`src/rtl/pll_dyn_ctrl.sv`:
```
// PLL supervisor: sequences PLL reset, qualifies lock with timeout and bounded retry,
// gates the output clocks, and loads new divider ratios through a valid/ready handshake.
module pll_dyn_ctrl #(
    parameter int unsigned                NUM_CH       = 3,
    parameter int unsigned                RATIO_W      = 10,
    parameter logic [RATIO_W-1:0]         DEF_RATIOI   = 2,
    parameter logic [RATIO_W-1:0]         DEF_RATIOF   = 40,
    parameter logic [NUM_CH*RATIO_W-1:0]  DEF_RATIO_O  = {10'd2, 10'd5, 10'd4},
    parameter int unsigned                RST_CYCLES   = 16,
    parameter int unsigned                LOCK_STABLE  = 64,
    parameter int unsigned                LOCK_TIMEOUT = 4096,
    parameter int unsigned                MAX_RETRY    = 3
) (
    input  logic                        clkin1,
    input  logic                        rst,
    input  logic                        pll_lock,
    input  logic                        cfg_valid,
    output logic                        cfg_ready,
    input  logic [RATIO_W-1:0]          cfg_ratio_i,
    input  logic [RATIO_W-1:0]          cfg_ratio_f,
    input  logic [NUM_CH*RATIO_W-1:0]   cfg_ratio_o,
    output logic                        cfg_err,
    output logic [RATIO_W-1:0]          dyn_idiv,
    output logic [RATIO_W-1:0]          dyn_fdiv,
    output logic [NUM_CH*RATIO_W-1:0]   dyn_odiv,
    output logic                        pll_rst,
    output logic [NUM_CH-1:0]           clkout_gate,
    output logic                        pll_ready,
    output logic                        pll_fail,
    output logic [7:0]                  lock_loss_cnt
);

    localparam int unsigned CNT_M1  = (RST_CYCLES > LOCK_STABLE) ? RST_CYCLES : LOCK_STABLE;
    localparam int unsigned CNT_MAX = (CNT_M1 > LOCK_TIMEOUT) ? CNT_M1 : LOCK_TIMEOUT;
    localparam int unsigned CNT_W   = (CNT_MAX > 1) ? $clog2(CNT_MAX) : 1;
    localparam int unsigned RETRY_W = (MAX_RETRY > 0) ? $clog2(MAX_RETRY + 1) : 1;

    typedef enum logic [2:0] {
        S_RST,
        S_WAIT,
        S_STAB,
        S_RUN,
        S_FAIL
    } state_t;

    state_t                      state, state_n;
    logic [CNT_W-1:0]            cnt, cnt_n;
    logic [RETRY_W-1:0]          retry, retry_n;
    logic                        lock_m, lock_s;
    logic                        cfg_bad;
    logic                        cfg_take;
    logic                        err_n;
    logic [7:0]                  loss_n;
    logic [RATIO_W-1:0]          idiv_n, fdiv_n;
    logic [NUM_CH*RATIO_W-1:0]   odiv_n;

    always_ff @(posedge clkin1 or posedge rst) begin
        if (rst) begin
            lock_m <= 1'b0;
            lock_s <= 1'b0;
        end else begin
            lock_m <= pll_lock;
            lock_s <= lock_m;
        end
    end

    always_comb begin
        cfg_bad = (cfg_ratio_i == '0) || (cfg_ratio_f == '0);
        for (int unsigned ch = 0; ch < NUM_CH; ch++) begin
            if (cfg_ratio_o[ch*RATIO_W +: RATIO_W] == '0) begin
                cfg_bad = 1'b1;
            end
        end
    end

    // cfg_ready is registered from the next state, so it is high exactly in RUN and FAIL
    assign cfg_take = cfg_valid && cfg_ready;

    always_comb begin
        state_n = state;
        cnt_n   = cnt;
        retry_n = retry;
        loss_n  = lock_loss_cnt;
        idiv_n  = dyn_idiv;
        fdiv_n  = dyn_fdiv;
        odiv_n  = dyn_odiv;
        err_n   = 1'b0;

        case (state)
            S_RST: begin
                if (cnt == CNT_W'(RST_CYCLES - 1)) begin
                    state_n = S_WAIT;
                    cnt_n   = '0;
                end else begin
                    cnt_n = cnt + CNT_W'(1);
                end
            end
            S_WAIT: begin
                if (lock_s) begin
                    state_n = S_STAB;
                    cnt_n   = '0;
                end else if (cnt == CNT_W'(LOCK_TIMEOUT - 1)) begin
                    cnt_n = '0;
                    if (retry == RETRY_W'(MAX_RETRY)) begin
                        state_n = S_FAIL;
                    end else begin
                        retry_n = retry + RETRY_W'(1);
                        state_n = S_RST;
                    end
                end else begin
                    cnt_n = cnt + CNT_W'(1);
                end
            end
            S_STAB: begin
                if (!lock_s) begin
                    state_n = S_WAIT;
                    cnt_n   = '0;
                end else if (cnt == CNT_W'(LOCK_STABLE - 1)) begin
                    state_n = S_RUN;
                    cnt_n   = '0;
                end else begin
                    cnt_n = cnt + CNT_W'(1);
                end
            end
            S_RUN: begin
                if (!lock_s) begin
                    if (lock_loss_cnt != 8'hFF) begin
                        loss_n = lock_loss_cnt + 8'd1;
                    end
                    retry_n = '0;
                    state_n = S_RST;
                    cnt_n   = '0;
                end
            end
            S_FAIL: begin
                state_n = S_FAIL;
            end
            default: begin
                state_n = S_RST;
                cnt_n   = '0;
            end
        endcase

        // Handshake is evaluated last so an accepted cfg coinciding with lock loss keeps
        // the loss count increment and still yields a single S_RST entry.
        if (cfg_take) begin
            if (cfg_bad) begin
                err_n = 1'b1;
            end else begin
                idiv_n  = cfg_ratio_i;
                fdiv_n  = cfg_ratio_f;
                odiv_n  = cfg_ratio_o;
                retry_n = '0;
                state_n = S_RST;
                cnt_n   = '0;
            end
        end
    end

    always_ff @(posedge clkin1 or posedge rst) begin
        if (rst) begin
            state         <= S_RST;
            cnt           <= '0;
            retry         <= '0;
            lock_loss_cnt <= '0;
            dyn_idiv      <= DEF_RATIOI;
            dyn_fdiv      <= DEF_RATIOF;
            dyn_odiv      <= DEF_RATIO_O;
            cfg_err       <= 1'b0;
            pll_rst       <= 1'b1;
            clkout_gate   <= '0;
            pll_ready     <= 1'b0;
            pll_fail      <= 1'b0;
            cfg_ready     <= 1'b0;
        end else begin
            state         <= state_n;
            cnt           <= cnt_n;
            retry         <= retry_n;
            lock_loss_cnt <= loss_n;
            dyn_idiv      <= idiv_n;
            dyn_fdiv      <= fdiv_n;
            dyn_odiv      <= odiv_n;
            cfg_err       <= err_n;
            pll_rst       <= (state_n == S_RST) || (state_n == S_FAIL);
            clkout_gate   <= (state_n == S_RUN) ? '1 : '0;
            pll_ready     <= (state_n == S_RUN);
            pll_fail      <= (state_n == S_FAIL);
            cfg_ready     <= (state_n == S_RUN) || (state_n == S_FAIL);
        end
    end

endmodule

```
`config.mk`:
```
export PLATFORM = sky130hd
export DESIGN_NAME = pll_dyn_ctrl
export DESIGN_NICKNAME = d
export VERILOG_FILES = /design/src/rtl/pll_dyn_ctrl.sv
export SDC_FILE = /design/constraint.sdc
export NUM_CORES = 1
export LEC_CHECK = 0
export CORE_MARGIN = 2
export CORE_UTILIZATION = 50
export CTS_CLUSTER_DIAMETER = 60
export DETAILED_ROUTE_END_ITERATION = 8
export PLACE_DENSITY_LB_ADDON = 0.25
export RECOVER_POWER = 25
export SYNTH_ARGS = -nofsm -noshare
export SYNTH_HDL_FRONTEND = slang
export SYNTH_SLANG_ARGS = --single-unit
```
`constraint.sdc`:
```
create_clock -name clkin1 -period 5.6 [get_ports clkin1]
set_clock_uncertainty 0.15 [all_clocks]
set_input_delay 0.56 -clock clkin1 [delete_from_list [all_inputs] [get_ports clkin1]]
set_output_delay 0.56 -clock clkin1 [all_outputs]
set_load 0.01 [all_outputs]
```
==> impl_results.md <==
* First-pass GRT wire length at 14,400 um
* Clock sinks at 82
* Final wirelength at 8620 um
* Die area at 0.00818 mm^2
* Root Buffer: clkbuf_8
* Met2 wire len at 4240 um
* Sequential area share after synthesis at 55.2%
* Via Count at 2,865
* Synth area leaders: dfrtp_1 (50%), mux2_2 (15%), dfstp_2 (5.6%)
* Clock Latency Late Sink at 340 ps
* Pwr Density at 443 mW/mm^2
* Crit Path Max Fanout at 37
* Fin nets at 477
* Initial DRC count at 160
* Final critical-path required period at 2960 ps
* Reg2reg end: dyn_odiv[22]
* Gr usage total at 22.0%
* Layout cell share with drive strength beyond 1 at 20.2%
* Final period util at 52.8%
* R2r startpoint: cfg_ready
* Initial core utilization at 51.5%
* Synth Instances at 303
* Vias in the first global route at 2,942
* Max Cap Viol at 1
* Post-DR wirelength/cell at 16.4 um
* Clock Tree Buf Depth at 2
* Top FF cell, synth: dfrtp_1
* Net Sw Frac at 30.9%
* Met3 wire length at 728 um
* EDFF count, synth at 0
* Internal cell power at 1570 uW
* Final setup violation count at 0
* Routability cong. at 0.835
* Area Overhead vs Synth at 37.7%
* Static Leak at 0.00218 uW
* Clock power share at 20.0%
* Gate power share at 38.0%
* Top sig layer: met4
* I/O pin count at 120
* M1 WL at 3490 um
* Resize count post-CTS at 0
* Syn_nets at 359
* FF-to-FF path depth at 4
* CP Capture Type: flop
* Post-synth ARST share at 100%
* Diode count at 0
* CTS tree: done
* Cts bufs inserted at 9
* Post-CTS setup buffers at 0
* Area leader, netlist: dfrtp_1
* Reg clk slew, reported paths at 80 ps
* Fin. Hold Viols at 0
* Largest net degree at the start of global routing at 83
* Switch Pwr at 704 uW
* Max H-tree Level at 3
* Synthesis-stage register bit count at 82
* Post-synth top area share at 49.6%
* CP endpoint: dyn_odiv[22]
* Tightest Hold Check Type: reg2reg
* Tightest Pin Transition at 1960 ps
* Yosys cell types at 45
* Syn. warnings at 0
* Cell Rows at 31
* Die width at 90.4 um
* Peak supply drop at 0.294 mV
* Post-synth top cells: dfrtp_1 (74), mux2_2 (51), nor2_1 (22)
* Core region area at 0.00725 mm^2
* DP HPWL at 6280 um
* First-pass iteration count of the detailed router at 4
* Hold buffer count at CTS at 0
* Setup ws final at 2640 ps
* Crit path arrival time at 3030 ps
* Rel. slew slack at -30.7%
* Reg power frac at 42.1%
* DRC at 0
* Vias per cell at 5.46
* Synth Cell Area at 0.00374 mm^2
* Antenna violations before repair at 0
* CP Launch Point: cfg_ratio_o[2]
* Grt total ovfl at 0
* DP Worst Slack at 2270 ps
* Reg2reg setup slack at 3200 ps
* Routed Antenna Nets at 0
* Crit Path Category: in2reg
* Violated checks: max-capacitance violations, max-slew violations
* Port Buffers at 119
* Die Ht at 90.4 um
* RSZ-0062 raised after global routing: no
* Fin Setup TNS at 0 ps
* FMAX at 338 MHz
* Synth Area per Inst at 12.3 um^2
* Status: finished with violations
* Top-count cell post-synth: dfrtp_1
* Fin. max-slew vios at 83
* Worst Path Required at 5670 ps
* Crit start category: input port
[kinds of logic (layout without fill, tap and decap cells)]
| kind of cell | after synthesis | after routing | synth area share, % |
|---|---|---|---|
| buffers and inverters | 18 | 141 | 3.75 |
| adder cells (fa/ha/maj) | 2 | 2 | 0.670 |
| XOR/XNOR | 7 | 7 | 1.64 |
| multiplexers | 52 | 52 | 15.6 |
| flip-flops | 82 | 82 | 55.2 |
| AO/OA/AOI/OAI | 39 | 39 | 8.04 |
| AND/OR/NAND/NOR | 103 | 103 | 15.1 |
[layer usage]
layer	vias to the layer above	global-route usage, %
met5	-	0
met4	0	7.69
met1	1391	27.1
met3	17	7.85
met2	106	36.0
li1	1351	-
[area by class of cell]
| type | instances | area (um^2) |
|---|---|---|
| clock buffer | 12 | 165 |
| tap | 99 | 124 |
| timing repair buffer | 122 | 1210 |
| multi-input combinational | 203 | 1520 |
| fill | 549 | 2110 |
| inverter | 3 | 12.5 |
| clock inverter | 4 | 48.8 |
| sequential | 82 | 2060 |
[stage by stage]
stage | area (um^2) | std cells | hold slack (ps) | total power [uW] | util [%]
6_report | 5140 | 525 | 200 | 2280 | 70.9
5_1_grt | 5140 | 525 | 226 | 2410 | 70.9
4_1_cts | 5160 | 525 | 210 | 2290 | 71.2
3_5_place_dp | 4950 | 509 | 186 | 1840 | 68.3
3_3_place_gp | 4950 | 509 | 192 | 1810 | 68.3
2_1_floorplan | 3740 | 303 | 181 | 1360 | -
[power by group through the flow]
stage	Combinational [uW]	Clock, uW	Sequential, uW
after floorplan	340	0	1020
after global placement	850	0	960
after detailed placement	869	0	967
after CTS	875	461	959
after global routing	928	491	988
final	864	455	958
[cell usage in the layout, fill, tap and decap left out, drive strengths merged, types with 2 or more instances in the layout]
cell type      count
clkbuf            13
clkinv             3
o211a              2
nand2             17
and3               7
and4               2
nor2              24
xor2               2
a21oi              6
nand4              3
o21ai              7
and2               3
nand3b             3
nor2b              2
a211oi             5
nor3              10
dfstp              8
buf                2
a31oi              2
mux2              51
ha                 2
a41oi              3
dfrtp             74
clkdlybuf4s50    117
a22oi              3
xnor2              5
dlygate4sd3        2
nand3             13
o211ai             3
a32oi              2
nor4              16
inv                2
[registers in the layout, summed over array words and instances, names as in the netlist]
| name | cells |
|---|---|
| lock_loss_cnt | 8 |
| state | 3 |
| cfg_ready | 1 |
| cnt | 12 |
| pll_fail | 1 |
| lock_s | 1 |
| cfg_err | 1 |
| pll_rst | 1 |
| retry | 2 |
| dyn_idiv | 10 |
| dyn_odiv | 30 |
| dyn_fdiv | 10 |
| clkout_gate | 1 |
| lock_m | 1 |
[worst max-delay path, cell delays in order]
cell and delay, ps:
clkdlybuf4s50_1 510, nor4_1 60, nand3_1 150, nand4_1 190, nor2_4 780, buf_4 400
mux2_2 370
[how the worst min path moves through the flow]
stage,start,endpoint,slack (ps),cells after the start
5_1_grt,lock_m,lock_s,230,0
2_1_floorplan,lock_m,lock_s,180,0
4_1_cts,lock_m,lock_s,210,0
3_3_place_gp,lock_m,lock_s,190,0
6_report,lock_m,lock_s,200,0
3_5_place_dp,lock_m,lock_s,190,0
No activity file was read; power rests on OpenSTA's default activity.
